`config.mk`:
```
export PLATFORM = sky130hd
export DESIGN_NAME = ddr4_phy_xiphy_tri_oe_gen
export DESIGN_NICKNAME = d
export VERILOG_FILES = /design/src/rtl/ddr4_phy_xiphy_tri_oe_gen.sv
export SDC_FILE = /design/constraint.sdc
export NUM_CORES = 1
export LEC_CHECK = 0
export ABC_AREA = 1
export CORE_UTILIZATION = 30
export CTS_CLUSTER_SIZE = 12
export DETAILED_ROUTE_END_ITERATION = 8
export MAX_ROUTING_LAYER = met4
export PLACE_DENSITY = 0.49
export SLEW_MARGIN = 20
export SYNTH_ARGS = -nofsm -noshare
export SYNTH_HDL_FRONTEND = slang
export SYNTH_SLANG_ARGS = --single-unit
```
`constraint.sdc`:
```
create_clock -name clk -period 1.7 [get_ports clk]
set_input_delay 0.34 -clock clk [delete_from_list [all_inputs] [get_ports clk]]
set_output_delay 0.34 -clock clk [all_outputs]
set_load 0.005 [all_outputs]
```
`src/rtl/ddr4_phy_xiphy_tri_oe_gen.sv`:
```
// Tristate pattern generator: expands write commands into 8-UI-per-cycle drive/data masks with pre/postamble.
// Latency: 1 fabric cycle from command sample to data UI 0 on tri_q/data_valid_q; preamble may appear at the sample edge.
// Backpressure: none; one command accepted per cycle, colliding bursts are merged and flagged in err_overlap.
module ddr4_phy_xiphy_tri_oe_gen #(
  parameter int       PRE_UI   = 2,
  parameter int       POST_UI  = 1,
  parameter int       BURST_UI = 8,
  parameter bit       INIT     = 1'b1
) (
  input  logic       clk,
  input  logic       rst,
  input  logic       wr_en,
  input  logic [2:0] wr_offset,
  input  logic       force_tri,
  output logic [7:0] tri_q,
  output logic       wr_active,
  output logic [7:0] data_valid_q,
  output logic       err_overlap
);

  // Reject parameter combinations the window arithmetic cannot represent.
  if (PRE_UI < 0 || PRE_UI > 4) begin : g_bad_pre
    $fatal(1, "PRE_UI must be in 0..4");
  end
  if (POST_UI < 0 || POST_UI > 4) begin : g_bad_post
    $fatal(1, "POST_UI must be in 0..4");
  end
  if (BURST_UI != 4 && BURST_UI != 8) begin : g_bad_burst
    $fatal(1, "BURST_UI must be 4 or 8");
  end

  // Contiguous run of ones as wide as the full drive window and the data burst.
  localparam int          WIN_UI  = PRE_UI + BURST_UI + POST_UI;
  localparam logic [31:0] MW_BASE = (32'h1 << WIN_UI) - 32'h1;
  localparam logic [31:0] MD_BASE = (32'h1 << BURST_UI) - 32'h1;

  logic [31:0] p_q, p_d;
  logic [31:0] d_q, d_d;
  logic [31:0] mw, md;
  logic [31:0] pn, dn;
  logic [7:0]  tri_d;
  logic [7:0]  data_valid_d;
  logic        err_q, err_d;

  // Place the command windows relative to the current output cycle, then merge into the pending state.
  always_comb begin
    mw           = '0;
    md           = '0;
    if (wr_en) begin
      mw = MW_BASE << (8 - PRE_UI + int'(wr_offset));
      md = MD_BASE << (8 + int'(wr_offset));
    end
    pn           = p_q | mw;
    dn           = d_q | md;
    tri_d        = force_tri ? 8'hFF : ~pn[7:0];
    data_valid_d = dn[7:0];
    p_d          = pn >> 8;
    d_d          = dn >> 8;
    err_d        = err_q | ((d_q & md) != 32'h0);
  end

  // Emit the current 8 UIs and advance the pending windows by one fabric cycle.
  always_ff @(posedge clk or posedge rst) begin
    if (rst) begin
      p_q          <= '0;
      d_q          <= '0;
      tri_q        <= {8{INIT}};
      data_valid_q <= '0;
      err_q        <= 1'b0;
    end else begin
      p_q          <= p_d;
      d_q          <= d_d;
      tri_q        <= tri_d;
      data_valid_q <= data_valid_d;
      err_q        <= err_d;
    end
  end

  // Busy while any drive UI is still pending or on the output right now (force_tri does not hide it).
  assign wr_active   = (|p_q) | (tri_q != 8'hFF);
  assign err_overlap = err_q;

endmodule

```
# Yosys cells after proc, flatten, opt, wreduce, memory -nomap -nowiden
# Index checks and enable logic that the tools add are counted.
[totals]
ff_bits = 65
in_bits = 7
out_inout_bits = 18
word_cells = 21
[op_classes]
addsub = 2
eq_ne = 1
n_shift = 2
n_mux = 3
bitwise_logic = 6
n_reduce_logical = 2
[ops]
columns = ["op", "count"]
rows = [
  ["32-bit 2-to-1 mux", 2],
  ["24-bit by 32-bit OR with 32-bit output", 2],
  ["24-bit by 32-bit AND with 32-bit output", 1],
  ["32-bit nonzero test", 1],
  ["11-bit by 4-bit left shift with 32-bit output (first input constant)", 1],
  ["8-bit by 5-bit left shift with 32-bit output (first input constant)", 1],
  ["24-bit OR reduction", 1],
  ["8-bit 2-to-1 mux", 1],
  ["8-bit != test (second input constant)", 1],
  ["8-bit inverter", 1],
  ["4-bit by 3-bit adder with 5-bit output (first input constant)", 1],
  ["3-bit by 3-bit adder with 4-bit output (first input constant)", 1],
  ["1-bit OR", 2],
]

# Logic depth before layout (Yosys ltp)
# Gate-level depths: netlist of the first run.
[logic_depth]
depth_word = 6
depth_mapped = 9
mapped_depth_nobuf = 8

# Worst setup path before layout of the first run
# No wires, ideal clock.
[synth_path]
kind = "input to register"
start = "input port wr_offset[1]"
end = "register tri_q[6]"
setup_ns = 0.080
arrival_ns = 1.217
required_ns = 1.620
slack_ns = 0.403
cell_stages = 8
path_buffers = 1
cell_sequence = "buf_4 -> inv_1 -> ha_1 -> inv_2 -> nand2_1 -> nand2_1 -> o21bai_1 -> nand2_1"
[synth_via]
elab_chain_cells = 6
[synth_lines]
columns = ["item", "line", "rtl"]
rows = [
  ["from (decl)", "13", "input logic [2:0] wr_offset,"],
  ["3-bit by 3-bit adder with 4-bit output", "50", "mw = MW_BASE << (8 - PRE_UI + int'(wr_offset));"],
  ["11-bit by 4-bit left shift with 32-bit output", "50", ""],
  ["32-bit 2-to-1 mux", "49", "if (wr_en) begin"],
  ["24-bit by 32-bit OR with 32-bit output", "53", "pn = p_q | mw;"],
  ["8-bit inverter", "55", "tri_d = force_tri ? 8'hFF : ~pn[7:0];"],
  ["8-bit 2-to-1 mux", "55", ""],
  ["net tri_d[6]", "41", "logic [7:0] tri_d;"],
  ["to (signal assigned)", "67", "tri_q <= {8{INIT}};"],
  ["to (signal assigned)", "73", "tri_q <= tri_d;"],
  ["to (decl)", "15", "output logic [7:0] tri_q,"],
]
# The timed path passes the listed nets, and every way through them passes these cells.

# Final worst setup path of the first run
[layout_path]
start = "register tri_q[4]"
end = "output port tri_q[4]"
# No word-level cell between the ends.

==> flow_summary_export.csv, run 1 <==
group,metric,value,unit
sta,hold_ws,351,ps
placed_design,placement.io_buffers,24,
layout,layoutNonFillerInstCount,293,
floorplanning,initial_utilization,31.0,%
floorplanning,placeable_core_area,0.00592,mm^2
power,power-per-cell-area,1030,mW/mm^2
sta,report.final.slew_viol_count,0,
setup_path,critical-path-slowest-cell,"dfstp_2",
sta,hold_viol_final,0,
global_route,grt_util_met2,21.7,%
global_route,globalRouteOverflowTotal,0,
setup_path,cp_slowest_stage_delay,540,ps
placed_design,hpwlAfterDp,2.61,mm
placed_design,routability_driven_placement_congestion_ratio,0.840,
global_route,grt_first_pass_wirelength,6.29,mm
layout,drive_gt1_share,18.3,%
setup_path,timing.critical_path.from_type,"flip-flop",
run,drv.max_cap_violation_count,0,
setup_path,path_delay_family,"flip-flops",
placed_design,placedInstanceArea,0.00225,mm^2
clock_network,cts_setup_buffers,0,
setup_path,path_buf_inv,1,
setup_path,critPathRequiredTime,1360,ps
clock_network,clk_root_buffer_cell,"clkbuf_8",
sta,finClkSkew,4.72,ps
synthesis,ys_warnings,0,
clock_network,clock_insertion_delay_worst_skew,290,ps
routing,first_iter_violations,48,
synthesis,synth.lib_cells_used.distinct,23,
routing,remaining_drc_errors,0,
clock_network,cts_inserted_buffers,5,
placed_design,placed_cells_incl_taps,285,
power,leakage,1.16,nW
synthesis,net_count_after_synthesis,190,
setup_path,worstSetupPathType,"flip-flop to output pin",
global_route,initial_antenna_violation_count,0,
synthesis,syn_area,0.00183,mm^2
sta,max_freq,604,MHz
floorplanning,design.portCount,25,
synthesis,synth_seq_area_share,64.7,%
sta,setup_total_negative_slack,0,ps
routing,routedWlPerCell,12.2,um
routing,detail_route.wirelength,3.56,mm
synthesis,syn_inst,178,
setup_path,cp_cell_sequence,"clkdlybuf4s50_1",
sta,finalCritPeriodShare,97.3,%
clock_network,clockBufferDepth,2,
outcome,outcome,"complete, no violations",
setup_path,critPathArrivalTime,1310,ps
floorplanning,vert_die_dim,80.2,um
global_route,grt.total_usage,13.4,%
clock_network,h-tree-depth,2,
layout,num_antenna_cells,0,
floorplanning,dieWidth,80.2,um
sta,worst_slack,45.3,ps
synthesis,syn_area_per_cell,10.3,um^2
routing,vias_per_cell,4.29,
global_route,gr-usage-met3,2.05,%
global_route,first_global_vias,1290,
clock_network,cts.sink_count,47,
synthesis,synth.ff_latch_count,47,
routing,drt.antenna.violating_nets,0,
setup_path,crit_path_end_kind,"output pin",
sta,grt_setup_unrepaired,"yes",
routing,detailedRoute.firstPassIterationCount,4,
clock_network,tritoncts,"yes",
floorplanning,rows,28,
placed_design,dp_slack,-81.7,ps
layout,layout_nets,229,
sta,final_period_minus_worst_setup_slack,1650,ps
global_route,gr-usage-met1,16.8,%
sta,timing.final.setup_violations,0,
layout,final_cell_area,0.00239,mm^2
layout,areaGrowthSynthToFinish,30.4,%
power,total_power,2.46,mW
global_route,largest_net_degree_at_the_start_of_global_routing,48,
min_path,hold_path_class,"flip-flop to flip-flop",
power,irDropWorstVdd,397,uV
routing,vias,1258,
global_route,global_route.peak_usage_layer,"met2",
setup_path,critical_path.max_fanout,2,
clock_network,clkSlewWorstSetupHoldPaths,80,ps
layout,layout.core_utilization,40.4,%
floorplanning,floorplan.die_area,0.00643,mm^2
[per-layer routing]
metal / part of all wire, % / vias to the layer above
li1: - / 627
met1: 47 / 601
met2: 49 / 26
met3: 3.5 / 4
met4: 1.3 / 0
met5: 0 / -
[cells by family after synthesis]
family          share of synthesized area, %
flops                                   64.7
compound gates                          5.87
buf+inv                                 6.89
simple gates                            18.9
other cells                            0.205
fa+ha+maj                               3.41
[path summary, 6_finish.rpt]
kind | depth (start not counted) | end | slack, ps | start
min in group asynchronous | 3 | data_valid_q[4] | 400 | rst
worst min-delay path | 0 | data_valid_q[2] | 350 | d_q[2]
worst max-delay path | 1 | tri_q[4] | 50 | tri_q[4]
worst max register to register | 6 | err_overlap | 810 | p_q[10]
worst min register to register | 0 | data_valid_q[2] | 350 | d_q[2]
max in group asynchronous | 3 | tri_q[7] | 1040 | rst
[synthesized netlist by cell type]
master | count | area share (%)
dfrtp_1 | 39 | 53
buf_6 | 1 | 0.61
buf_4 | 2 | 0.82
inv_1 | 19 | 3.9
conb_1 | 1 | 0.20
nor2_1 | 22 | 4.5
o21bai_1 | 1 | 0.41
nand4_1 | 4 | 1.4
a21o_1 | 4 | 1.6
or2_1 | 2 | 0.68
nor2_4 | 3 | 1.8
inv_2 | 5 | 1.0
nand3_1 | 10 | 2.7
dfstp_2 | 8 | 11
o21ai_1 | 7 | 1.9
nor3_1 | 1 | 0.27
clkinv_1 | 1 | 0.20
nand2_1 | 35 | 7.2
nand2_2 | 1 | 0.34
o21ai_0 | 4 | 1.1
inv_4 | 1 | 0.34
o211ai_1 | 2 | 0.82
ha_1 | 5 | 3.4
[final cells by class]
cell class	instances	area (um^2)
Clock inverter	2	60.1
Fill cell	596	3530
Clock buffer	6	72.6
Timing Repair Buffer	35	350
Tap cell	75	93.8
Inverter	26	100
Sequential cell	47	1190
Multi-Input combinational cell	102	528
[report_power, final]
part           switching [mW]  internal, mW  total [mW]
Combinational           0.145         0.135       0.280
Sequential             0.0342          1.21        1.24
Clock                   0.347         0.587       0.934
[state kept, by name, summed over array words and instances (netlist names)]
| signal | count |
|---|---|
| data_valid_q | 8 |
| p_q | 16 |
| tri_q | 8 |
| err_overlap | 1 |
| d_q | 14 |
[placed cells by master (no fill, tap or decap), drive strengths merged, types with 2 or more instances in the layout]
cell | netlist | layout
dlymetal6s2s | 0 | 3
nand4 | 4 | 4
a21o | 4 | 4
clkdlybuf4s50 | 0 | 20
o21ai | 11 | 11
nor2 | 25 | 25
inv | 25 | 25
or2 | 2 | 2
ha | 5 | 5
buf | 3 | 12
nand2 | 36 | 36
clkbuf | 0 | 6
o211ai | 2 | 2
bufinv | 0 | 2
nand3 | 10 | 10
dfstp | 8 | 8
dfrtp | 39 | 39
[what timing repair did]
action,CTS,global route
hold buffers,0,0
resized for setup,4,5
pin swaps,3,1
endpoints found under the setup margin,1,4
(Power assumes the default switching activity.)
==> run 2: changes to the inputs <==
Settings changed: SKIP_CTS_REPAIR_TIMING set to 1.
==> flow_summary_export.csv, run 2 (synthesized netlist as in run 1, its figures left out) <==
group,metric,value,unit
global_route,initial_antenna_violation_count,0,
sta,final_period_minus_worst_setup_slack,1650,ps
floorplanning,design.portCount,25,
layout,layoutNonFillerInstCount,293,
clock_network,cts_inserted_buffers,5,
sta,finClkSkew,5.11,ps
placed_design,dp_slack,-81.7,ps
clock_network,clk_root_buffer_cell,"clkbuf_8",
setup_path,critical_path.reg2reg.endpoint,"err_overlap",
layout,layout.core_utilization,40.4,%
placed_design,placement.io_buffers,24,
layout,layout_commonest_cell,"dfrtp_1",
setup_path,critPathCapture,"tri_q[4]",
setup_path,critPathRequiredTime,1360,ps
setup_path,critical_path_cell_count,1,
layout,layout_nets,229,
layout,areaGrowthSynthToFinish,30.6,%
sta,finalCritPeriodShare,97.1,%
min_path,hold_path_class,"flip-flop to flip-flop",
sta,hold_viol_final,0,
power,leakage,1.16,nW
clock_network,clkSlewWorstSetupHoldPaths,80,ps
clock_network,clock_insertion_delay_worst_skew,290,ps
global_route,grt_first_pass_wirelength,6.29,mm
power,irDropWorstVdd,390,uV
routing,drt.antenna.violating_nets,0,
placed_design,hpwlAfterDp,2.61,mm
placed_design,routability_driven_placement_congestion_ratio,0.840,
floorplanning,rows,28,
routing,vias_per_cell,4.30,
layout,most-common-layout-cells,"dfrtp_1 (39), nand2_1 (35), nor2_1 (20), clkdlybuf4s50_1 (20), inv_1 (18)",
sta,grt_setup_unrepaired,"yes",
sta,max_freq,606,MHz
setup_path,worst-r2r-cell-count,6,
clock_network,cts.sink_count,47,
floorplanning,placeable_core_area,0.00592,mm^2
clock_network,h-tree-depth,2,
floorplanning,floorplan.die_area,0.00643,mm^2
setup_path,cp_slowest_stage_delay,540,ps
routing,detailedRoute.firstPassIterationCount,4,
min_path,min_from,"d_q[2]",
setup_path,cp_cell_sequence,"clkdlybuf4s50_1",
layout,drive_gt1_share,18.8,%
setup_path,crit_path_end_kind,"output pin",
setup_path,setup.worst_path.start,"tri_q[4]",
clock_network,tritoncts,"yes",
setup_path,path_buf_inv,1,
clock_network,clockBufferDepth,2,
setup_path,timing.critical_path.from_type,"flip-flop",
sta,report.final.slew_viol_count,0,
routing,routedWlPerCell,12.1,um
placed_design,placed_cells_incl_taps,285,
run,drv.max_cap_violation_count,0,
outcome,outcome,"complete, no violations",
power,power-per-cell-area,1030,mW/mm^2
sta,timing.final.setup_violations,0,
power,total_power,2.45,mW
setup_path,critical_path.max_fanout,2,
setup_path,regToRegStartpoint,"p_q[10]",
floorplanning,initial_utilization,31.0,%
layout,largest_registers_in_the_final_layout,"p_q: 16 flops, d_q: 14 flops",
floorplanning,vert_die_dim,80.2,um
layout,largest_register_ffs,16,
setup_path,worstSetupPathType,"flip-flop to output pin",
global_route,grt.total_usage,13.4,%
setup_path,path_delay_family,"flip-flops",
global_route,globalRouteOverflowTotal,0,
layout,filler_cell_count,595,
routing,vias,1260,
sta,setup_total_negative_slack,0,ps
routing,first_iter_violations,60,
floorplanning,dieWidth,80.2,um
setup_path,critical-path-slowest-cell,"dfstp_2",
global_route,first_global_vias,1290,
sta,worst_slack,48.9,ps
layout,num_antenna_cells,0,
setup_path,timing.reg2reg.setup_slack,810,ps
routing,detail_route.wirelength,3.55,mm
routing,remaining_drc_errors,0,
setup_path,critPathArrivalTime,1310,ps
layout,top_register,"p_q",
global_route,largest_net_degree_at_the_start_of_global_routing,48,
[run 2: cell types whose count changed in the layout (fill, tap and decap cells not counted), sizes merged]
cell    previous run  this run
buf               12        11
clkbuf             6         7
[run 2: area by class of cell]
class | instances | area, um^2 | share of cell area (%)
clock buffer | 6 | 72.6 | 3.03
clock inverter | 2 | 60.1 | 2.51
inverter | 26 | 100 | 4.18
multi-input combinational | 102 | 531 | 22.2
sequential | 47 | 1190 | 49.6
tap | 75 | 93.8 | 3.92
timing repair buffer | 35 | 350 | 14.6
[run 2: worst min path at each step]
stage / endpoint / slack (ps) / cells after the start
global route: data_valid_q[5] / 360 / 0
CTS: data_valid_q[2] / 350 / 0
global placement: data_valid_q[3] / 330 / 0
finish: data_valid_q[2] / 350 / 0
floorplan: data_valid_q[0] / 330 / 0
detailed placement: data_valid_q[2] / 330 / 0
[run 2: per-layer routing]
metal	global-route usage [%]	up-vias	share of wire [%]
met3	2.05	4	2.9
met2	21.7	24	49
met5	-	-	0
li1	-	628	-
met1	16.8	604	46
met4	5.89	0	1.3
[run 2: metrics by stage]
step                      area (um^2)  hold slack (ps)
final                            2390              351
after detailed placement         2250              335
after global placement           2250              332
after floorplan                  1830              331
after global routing             2390              361
after CTS                        2380              355
[run 2: where the power goes]
group | total [mW] | switching (mW) | leakage [nW] | internal, mW
registers | 1.25 | 0.0348 | 0.548 | 1.21
logic | 0.280 | 0.145 | 0.547 | 0.135
clock network | 0.929 | 0.342 | 0.0654 | 0.587
total | 2.45 | 0.521 | 1.16 | 1.93
==> run 3: changes to the inputs <==
Settings changed: CTS_BUF_LIST set to sky130_fd_sc_hd__clkbuf_4.
Clock period 1.7 ns to 1.8 ns, I/O delays scaled along.
==> flow_summary_export.csv, run 3 (synthesized netlist as in run 1, its figures left out) <==
group,metric,value,unit
setup_path,timing.reg2reg.setup_slack,800,ps
setup_path,path_delay_family,"flip-flops",
clock_network,clkSlewWorstSetupHoldPaths,140,ps
setup_path,regToRegStartpoint,"p_q[10]",
sta,grt_setup_unrepaired,"yes",
routing,vias_per_cell,4.30,
clock_network,clock_insertion_delay_worst_skew,350,ps
clock_network,clockBufferDepth,2,
sta,hold_ws,335,ps
placed_design,dp_slack,-6.20,ps
setup_path,critPathCapture,"tri_q[5]",
setup_path,cp_cell_sequence,"clkdlybuf4s50_1",
floorplanning,rows,28,
routing,detailedRoute.firstPassIterationCount,4,
floorplanning,vert_die_dim,80.2,um
outcome,outcome,"complete, no violations",
setup_path,critical_path_cell_count,1,
clock_network,h-tree-depth,2,
routing,detail_route.wirelength,3.42,mm
setup_path,critical-path-slowest-cell,"dfstp_2",
setup_path,setup.worst_path.start,"tri_q[5]",
sta,timing.final.setup_violations,0,
clock_network,clk_root_buffer_cell,"clkbuf_4",
routing,remaining_drc_errors,0,
placed_design,placement.io_buffers,24,
global_route,initial_antenna_violation_count,0,
routing,first_iter_violations,41,
setup_path,critPathRequiredTime,1440,ps
global_route,grt.total_usage,13.0,%
sta,hold_viol_final,0,
layout,most-common-layout-cells,"dfrtp_1 (39), nand2_1 (35), nor2_1 (21)",
power,power-per-cell-area,877,mW/mm^2
routing,vias,1260,
floorplanning,dieWidth,80.2,um
layout,layout_commonest_cell,"dfrtp_1",
placed_design,routability_driven_placement_congestion_ratio,0.825,
sta,max_freq,575,MHz
global_route,globalRouteOverflowTotal,0,
layout,largest_registers_in_the_final_layout,"p_q: 16 flops, d_q: 14 flops",
placed_design,hpwlAfterDp,2.51,mm
sta,final_period_minus_worst_setup_slack,1740,ps
sta,worst_slack,61.3,ps
layout,areaGrowthSynthToFinish,27.4,%
clock_network,tritoncts,"yes",
setup_path,critical_path.max_fanout,2,
setup_path,critical_path.reg2reg.endpoint,"err_overlap",
global_route,grt_first_pass_wirelength,6.02,mm
setup_path,path_buf_inv,1,
sta,report.final.slew_viol_count,0,
power,total_power,2.05,mW
setup_path,critPathArrivalTime,1380,ps
routing,routedWlPerCell,11.7,um
layout,drive_gt1_share,18.3,%
layout,top_register,"p_q",
global_route,largest_net_degree_at_the_start_of_global_routing,48,
sta,finClkSkew,13.4,ps
global_route,first_global_vias,1291,
setup_path,cp_slowest_stage_delay,550,ps
setup_path,timing.critical_path.from_type,"flip-flop",
min_path,hold_path_class,"input pin to async pin",
layout,largest_register_ffs,16,
clock_network,cts.sink_count,47,
setup_path,worst-r2r-cell-count,7,
layout,num_antenna_cells,0,
sta,finalCritPeriodShare,96.6,%
floorplanning,initial_utilization,31.0,%
setup_path,worstSetupPathType,"flip-flop to output pin",
floorplanning,floorplan.die_area,0.00643,mm^2
setup_path,crit_path_end_kind,"output pin",
floorplanning,placeable_core_area,0.00592,mm^2
floorplanning,design.portCount,25,
routing,drt.antenna.violating_nets,0,
run,drv.max_cap_violation_count,0,
power,leakage,1.13,nW
power,irDropWorstVdd,369,uV
layout,layout_nets,229,
clock_network,cts_inserted_buffers,5,
-- run 3: worst min-delay path by stage --
stage / endpoint / from / depth (start not counted)
after global routing: data_valid_q[4] / rst / 3
final: data_valid_q[4] / rst / 3
after detailed placement: data_valid_q[1] / d_q[1] / 0
after floorplan: data_valid_q[0] / d_q[0] / 0
after CTS: data_valid_q[4] / rst / 3
after global placement: data_valid_q[3] / d_q[3] / 0
-- run 3: where the power goes --
part           total [mW]  switching [mW]  internal [mW]
clock network       0.612           0.326          0.286
logic               0.261           0.135          0.126
registers            1.17          0.0305           1.14
total                2.05           0.491           1.56
-- run 3: cell type report --
class,count,area [um^2]
clock inverter,3,38.8
multi-input combinational,102,528
clock buffer,5,37.5
fill,589,3590
tap,75,93.8
sequential,47,1190
inverter,26,100
timing repair buffer,35,350
-- run 3: layer usage --
layer / vias to the layer above / global-route usage, % / wire length (um)
met5: - / - / 0
met4: 0 / 6.96 / 48
met3: 5 / 2.16 / 66
met2: 21 / 20.3 / 1630
met1: 604 / 16.1 / 1670
li1: 630 / - / -
-- run 3: stage by stage --
step,TNS (ps),std cells,cell area (um^2),utilization (%)
after floorplan,0,178,1830,-
after global placement,0,283,2230,37.7
after detailed placement,-6.20,283,2230,37.7
after CTS,-258,291,2310,39.0
after global routing,-12.3,293,2330,39.4
final,0,293,2330,39.4
